==> config.mk <==
export PLATFORM = sky130hd
export DESIGN_NAME = mul_sequencer
export DESIGN_NICKNAME = d
export VERILOG_FILES = /design/src/rtl/mul_pkg.sv /design/src/rtl/mul_sequencer.sv
export SDC_FILE = /design/constraint.sdc
export NUM_CORES = 1
export LEC_CHECK = 0
export CAP_MARGIN = 20
export CELL_PAD_IN_SITES_DETAIL_PLACEMENT = 0
export CELL_PAD_IN_SITES_GLOBAL_PLACEMENT = 1
export CORE_MARGIN = 5
export CORE_UTILIZATION = 43
export DETAILED_ROUTE_END_ITERATION = 6
export GPL_TIMING_DRIVEN = 0
export PLACE_DENSITY_LB_ADDON = 0.1
export SYNTH_ARGS = -nofsm -noshare
export SYNTH_HDL_FRONTEND = slang
export SYNTH_SLANG_ARGS = --single-unit
export TNS_END_PERCENT = 10
==> constraint.sdc <==
create_clock -name clk -period 4.63 [get_ports clk]
set_clock_uncertainty 0.1 [all_clocks]
set_input_delay 0.926 -clock clk [delete_from_list [all_inputs] [get_ports clk]]
set_output_delay 0.926 -clock clk [all_outputs]
set_load 0.1 [all_outputs]
==> src/rtl/mul_pkg.sv <==
// Shared types and constants for the iterative shift-add multiplier.
package mul_pkg;

  localparam int MUL_WIDTH = 32;

  localparam logic [1:0] MUL_OP_MUL   = 2'b00;
  localparam logic [1:0] MUL_OP_UMULL = 2'b01;
  localparam logic [1:0] MUL_OP_SMULL = 2'b10;
  localparam logic [1:0] MUL_OP_RSVD  = 2'b11;

  typedef enum logic [1:0] {
    ST_IDLE = 2'd0,
    ST_RUN  = 2'd1,
    ST_FIX  = 2'd2,
    ST_DONE = 2'd3
  } mul_state_e;

  // Width of a counter that must hold 0..w-1 (at least one bit).
  function automatic int cnt_width(input int w);
    return (w > 1) ? $clog2(w) : 1;
  endfunction

  localparam int MUL_CNT_W = cnt_width(MUL_WIDTH);

endpackage

==> src/rtl/mul_sequencer.sv <==
// Radix-2 shift-add multiplier: fixed WIDTH+3 cycle turnaround, start ignored unless idle.
// SMULL runs on magnitudes and fixes the sign in FIX; all outputs registered.
module mul_sequencer
  import mul_pkg::*;
#(
  parameter int WIDTH = MUL_WIDTH
) (
  input  logic             clk,
  input  logic             reset,
  input  logic             start,
  input  logic [1:0]       op,
  input  logic [WIDTH-1:0] a,
  input  logic [WIDTH-1:0] b,
  output logic             busy,
  output logic             done,
  output logic [WIDTH-1:0] result_lo,
  output logic [WIDTH-1:0] result_hi,
  output logic [1:0]       flags
);

  localparam int CW = cnt_width(WIDTH);

  mul_state_e         state;
  logic [1:0]         op_q;
  logic               neg;
  logic [WIDTH-1:0]   mcand;
  logic [WIDTH-1:0]   mplier;
  logic [2*WIDTH-1:0] acc;
  logic [CW-1:0]      cnt;

  logic               is_smull;
  logic               is_long;
  logic [WIDTH-1:0]   abs_a;
  logic [WIDTH-1:0]   abs_b;
  logic [WIDTH:0]     sum;
  logic [2*WIDTH-1:0] acc_step;
  logic [2*WIDTH-1:0] prod;

  always_comb begin
    is_smull = (op == MUL_OP_SMULL);
    is_long  = (op_q == MUL_OP_UMULL) || (op_q == MUL_OP_SMULL);
    // The most negative value maps onto itself, which reads correctly as 2^(WIDTH-1) unsigned.
    abs_a    = a[WIDTH-1] ? (~a + 1'b1) : a;
    abs_b    = b[WIDTH-1] ? (~b + 1'b1) : b;
    sum      = {1'b0, acc[2*WIDTH-1:WIDTH]} + {1'b0, (mplier[0] ? mcand : '0)};
    acc_step = {sum, acc[WIDTH-1:1]};
    prod     = neg ? (~acc + 1'b1) : acc;
  end

  always_ff @(posedge clk) begin
    if (!reset) begin
      state     <= ST_IDLE;
      op_q      <= MUL_OP_MUL;
      neg       <= 1'b0;
      mcand     <= '0;
      mplier    <= '0;
      acc       <= '0;
      cnt       <= '0;
      busy      <= 1'b0;
      done      <= 1'b0;
      result_lo <= '0;
      result_hi <= '0;
      flags     <= 2'b00;
    end else begin
      done <= 1'b0;
      case (state)
        ST_IDLE: begin
          if (start) begin
            op_q   <= op;
            mcand  <= is_smull ? abs_a : a;
            mplier <= is_smull ? abs_b : b;
            neg    <= is_smull && (a[WIDTH-1] ^ b[WIDTH-1]);
            acc    <= '0;
            cnt    <= '0;
            busy   <= 1'b1;
            state  <= ST_RUN;
          end
        end
        ST_RUN: begin
          acc    <= acc_step;
          mplier <= mplier >> 1;
          if (cnt == CW'(WIDTH - 1)) begin
            state <= ST_FIX;
          end else begin
            cnt <= cnt + 1'b1;
          end
        end
        ST_FIX: begin
          result_lo <= prod[WIDTH-1:0];
          if (is_long) begin
            result_hi <= prod[2*WIDTH-1:WIDTH];
            flags     <= {prod[2*WIDTH-1], (prod == '0)};
          end else begin
            result_hi <= '0;
            flags     <= {prod[WIDTH-1], (prod[WIDTH-1:0] == '0)};
          end
          done  <= 1'b1;
          state <= ST_DONE;
        end
        ST_DONE: begin
          busy  <= 1'b0;
          state <= ST_IDLE;
        end
        default: state <= ST_IDLE;
      endcase
    end
  end

endmodule
==> impl_metrics.env <==
export IMPL_outcome="complete, no violations"
export IMPL_cp_required_ns=5.01
export IMPL_ys_seq_area_share_pct=31.65
export IMPL_clk_latency_ns=0.54
export IMPL_design_die_area_sq_um=33890
export IMPL_drive_gt1_share_pct=3.998
export IMPL_grt_usage_pct=22.95
export IMPL_cts_sinks=206
export IMPL_fin_tns_setup_ns=0
export IMPL_dpl_instance_area_sq_um=14870
export IMPL_max_freq_mhz=235.7
export IMPL_end_kind="register"
export IMPL_htreeDepth=1
export IMPL_synth_edf_count=0
export IMPL_layout_worst_path_cycle_share_pct=91.62
export IMPL_r2r_start="acc[2]$_SDFFE_PN0P_"
export IMPL_drt_pass1_iter_count=6
export IMPL_tritoncts="built"
export IMPL_tightest_slew_ns=0.9907
export IMPL_dp_final_hpwl_um=31180
export IMPL_syn_num_nets=1784
export IMPL_rows=63
export IMPL_hold_viol=0
export IMPL_areaGrowthSynthToFinish_pct=20.68
export IMPL_numCtsBuffers=25
export IMPL_grt_max_degree=14
export IMPL_finalWorstPathRequiredPeriod_ns=4.242
export IMPL_path_max_fanout=10
export IMPL_rsz0062_at_grt="false"
export IMPL_viasPerCell=5.544
export IMPL_synth_distinct_cells=72
export IMPL_wl_um=39830
export IMPL_die_w_um=184.1
export IMPL_cts_resized=0
export IMPL_antenna_cells=0
export IMPL_setup_viol=0
export IMPL_final_cell_mix="268 x nand2_1, 206 x dfxtp_1, 144 x o21ai_0, 135 x clkdlybuf4s50_1, 111 x clkbuf_1"
export IMPL_worstHoldPathType="reg -> reg"
export IMPL_hold_buffers=0
export IMPL_power_leakage_nw=6.232
export IMPL_whs_path_depth=2
export IMPL_ys_ff_latch=206
export IMPL_antenna_found_initial=0
export IMPL_final_area_sq_um=15730
export IMPL_pin_count=137
export IMPL_grt_pass1_wl_um=64250
export IMPL_slew_headroom_pct=33.75
export IMPL_drt_iter0_drc=904
export IMPL_final_common_cell="nand2_1"
export IMPL_reg2reg_to="flags[0]$_SDFFE_PN0P_"
export IMPL_grt_overflow=0
export IMPL_async_reset_ff_share_pct=0
export IMPL_core_area_sq_um=29800
export IMPL_vias=12420
export IMPL_fin_util_pct=52.78
export IMPL_critPathArrivalTime_ns=4.62
export IMPL_root_buffer="clkbuf_16"
export IMPL_syn_area_sq_um=13030
export IMPL_start_util_pct=43.73
export IMPL_hp_start="result_hi[27]$_SDFFE_PN0P_"
export IMPL_ys_warn_count=0
export IMPL_syn_avg_cell_area_sq_um=7.794
export IMPL_die_height_um=184.1
export IMPL_fillers=3014
export IMPL_start_kind="register"
export IMPL_r2r_cells=11
export IMPL_peakVddDrop_mv=0.2670
export IMPL_port_buffers=135
export IMPL_gp_congestion=0.8962
export IMPL_slew_violations=0
export IMPL_drt_wirelength_per_cell_um=17.78
export IMPL_clk_path_buf_depth=3
export IMPL_min_to="result_hi[27]$_SDFFE_PN0P_"
export IMPL_postSynthCellCount=1672
export IMPL_grt_pass1_vias=11930
export IMPL_critPathKind="reg -> reg"
export IMPL_synthFlopType="dfxtp_1"
export IMPL_cts_setup_buffers=0
export IMPL_ant_nets=0
export IMPL_num_nets_final=1946
export IMPL_drv_cap=0
export IMPL_powerDensity_nw_per_um2=435.0
export IMPL_drc_errors=0
export IMPL_clk_pin_slew_ns=0.06
export IMPL_r2r_slack_ns=0.39
export IMPL_p_total_w=0.006841
## critical path, cell delays in order, from the launching register on
cell,delay [ns]
dfxtp_1,0.29
clkbuf_1,0.19
nor4_2,0.60
nand2_1,0.26
clkbuf_1,0.31
o41ai_1,0.46
xor2_1,0.50
o2111ai_1,0.23
nor4_1,0.67
nand4_1,0.18
nor4_1,0.24
a21o_1,0.16
## cells by family after synthesis
family | share of synthesized area, %
muxes | 1.363
AOI/OAI and AO/OA | 23.90
xor gates and xnor gates | 9.544
buffers and inverters | 4.628
DFF | 31.65
adders and majority gates | 4.186
and+or+nand+nor | 24.73
## synth_stat cells (all sizes together), types with 25 or more instances
cell type / number / area [sq um]
a21oi: 73 / 365.4
xnor2: 60 / 525.5
xor2: 82 / 718.2
and2: 49 / 306.6
a22oi: 40 / 300.3
nand2: 268 / 1006
nor3: 38 / 201.5
nor4: 25 / 190.2
o21ai: 146 / 730.7
dfxtp: 206 / 4124
clkbuf: 108 / 406.6
ha: 42 / 525.5
inv: 28 / 105.1
o211a: 44 / 440.4
nor2b: 56 / 350.3
nand3: 27 / 135.1
nor2: 88 / 330.3
a21boi: 34 / 255.2
## worst max-delay path by stage
stage / startpoint / end / slack [ns]
2_1_floorplan: mplier[0]$_SDFFE_PN0P_ / acc[61]$_SDFFE_PN0P_ / 1.24
3_3_place_gp: a[8] / mcand[27]$_SDFFE_PN0P_ / 0.33
3_5_place_dp: mplier[0]$_SDFFE_PN0P_ / acc[61]$_SDFFE_PN0P_ / 0.30
4_1_cts: mplier[0]$_SDFFE_PN0P_ / acc[61]$_SDFFE_PN0P_ / 0.27
5_1_grt: acc[2]$_SDFFE_PN0P_ / flags[0]$_SDFFE_PN0P_ / 0.09
6_report: acc[2]$_SDFFE_PN0P_ / flags[0]$_SDFFE_PN0P_ / 0.39
## per-stage QoR
stage | worst slack [ns] | std cells | hold WS [ns]
2_1_floorplan | 1.236 | 1672 | 0.3341
3_3_place_gp | 0.3310 | 2197 | 0.3340
3_5_place_dp | 0.2964 | 2197 | 0.3411
4_1_cts | 0.2676 | 2241 | 0.3545
5_1_grt | 0.08766 | 2241 | 0.3750
6_report | 0.3881 | 2241 | 0.3494
## registers in the layout, summed over array words and instances (netlist names), 5 cells and up
| signal | count |
|---|---|
| result_lo | 32 |
| mcand | 32 |
| mplier | 32 |
| acc | 64 |
| result_hi | 32 |
| cnt | 5 |
## report_power, final
group          switching, W  total (W)  leakage, nW  internal (W)
logic               0.00185    0.00261         4.14      0.000759
registers          0.000167    0.00222         1.67       0.00205
clock network      0.000790    0.00202        0.418       0.00123
total               0.00281    0.00684         6.23       0.00404
## layout make-up
| type | instances | area (sq um) | share of cell area, % |
|---|---|---|---|
| clock inverter | 11 | 155.1 | 0.9866 |
| inverter | 28 | 105.1 | 0.6683 |
| multi-input combinational | 1314 | 8309 | 52.84 |
| timing repair buffer | 135 | 1351 | 8.593 |
| clock buffer | 33 | 695.7 | 4.424 |
| sequential | 206 | 4124 | 26.22 |
| tap | 390 | 488.0 | 3.103 |
| buffer | 124 | 498.0 | 3.167 |
## per-layer routing
metal,vias to the layer above,share of wire [%],track usage [%]
met5,-,0,0
met4,0,1.9,5.058
met3,57,4.9,2.968
met2,311,44,36.59
met1,5783,49,33.24
li1,6273,-,-
No activity file was read; power rests on OpenSTA's default activity.
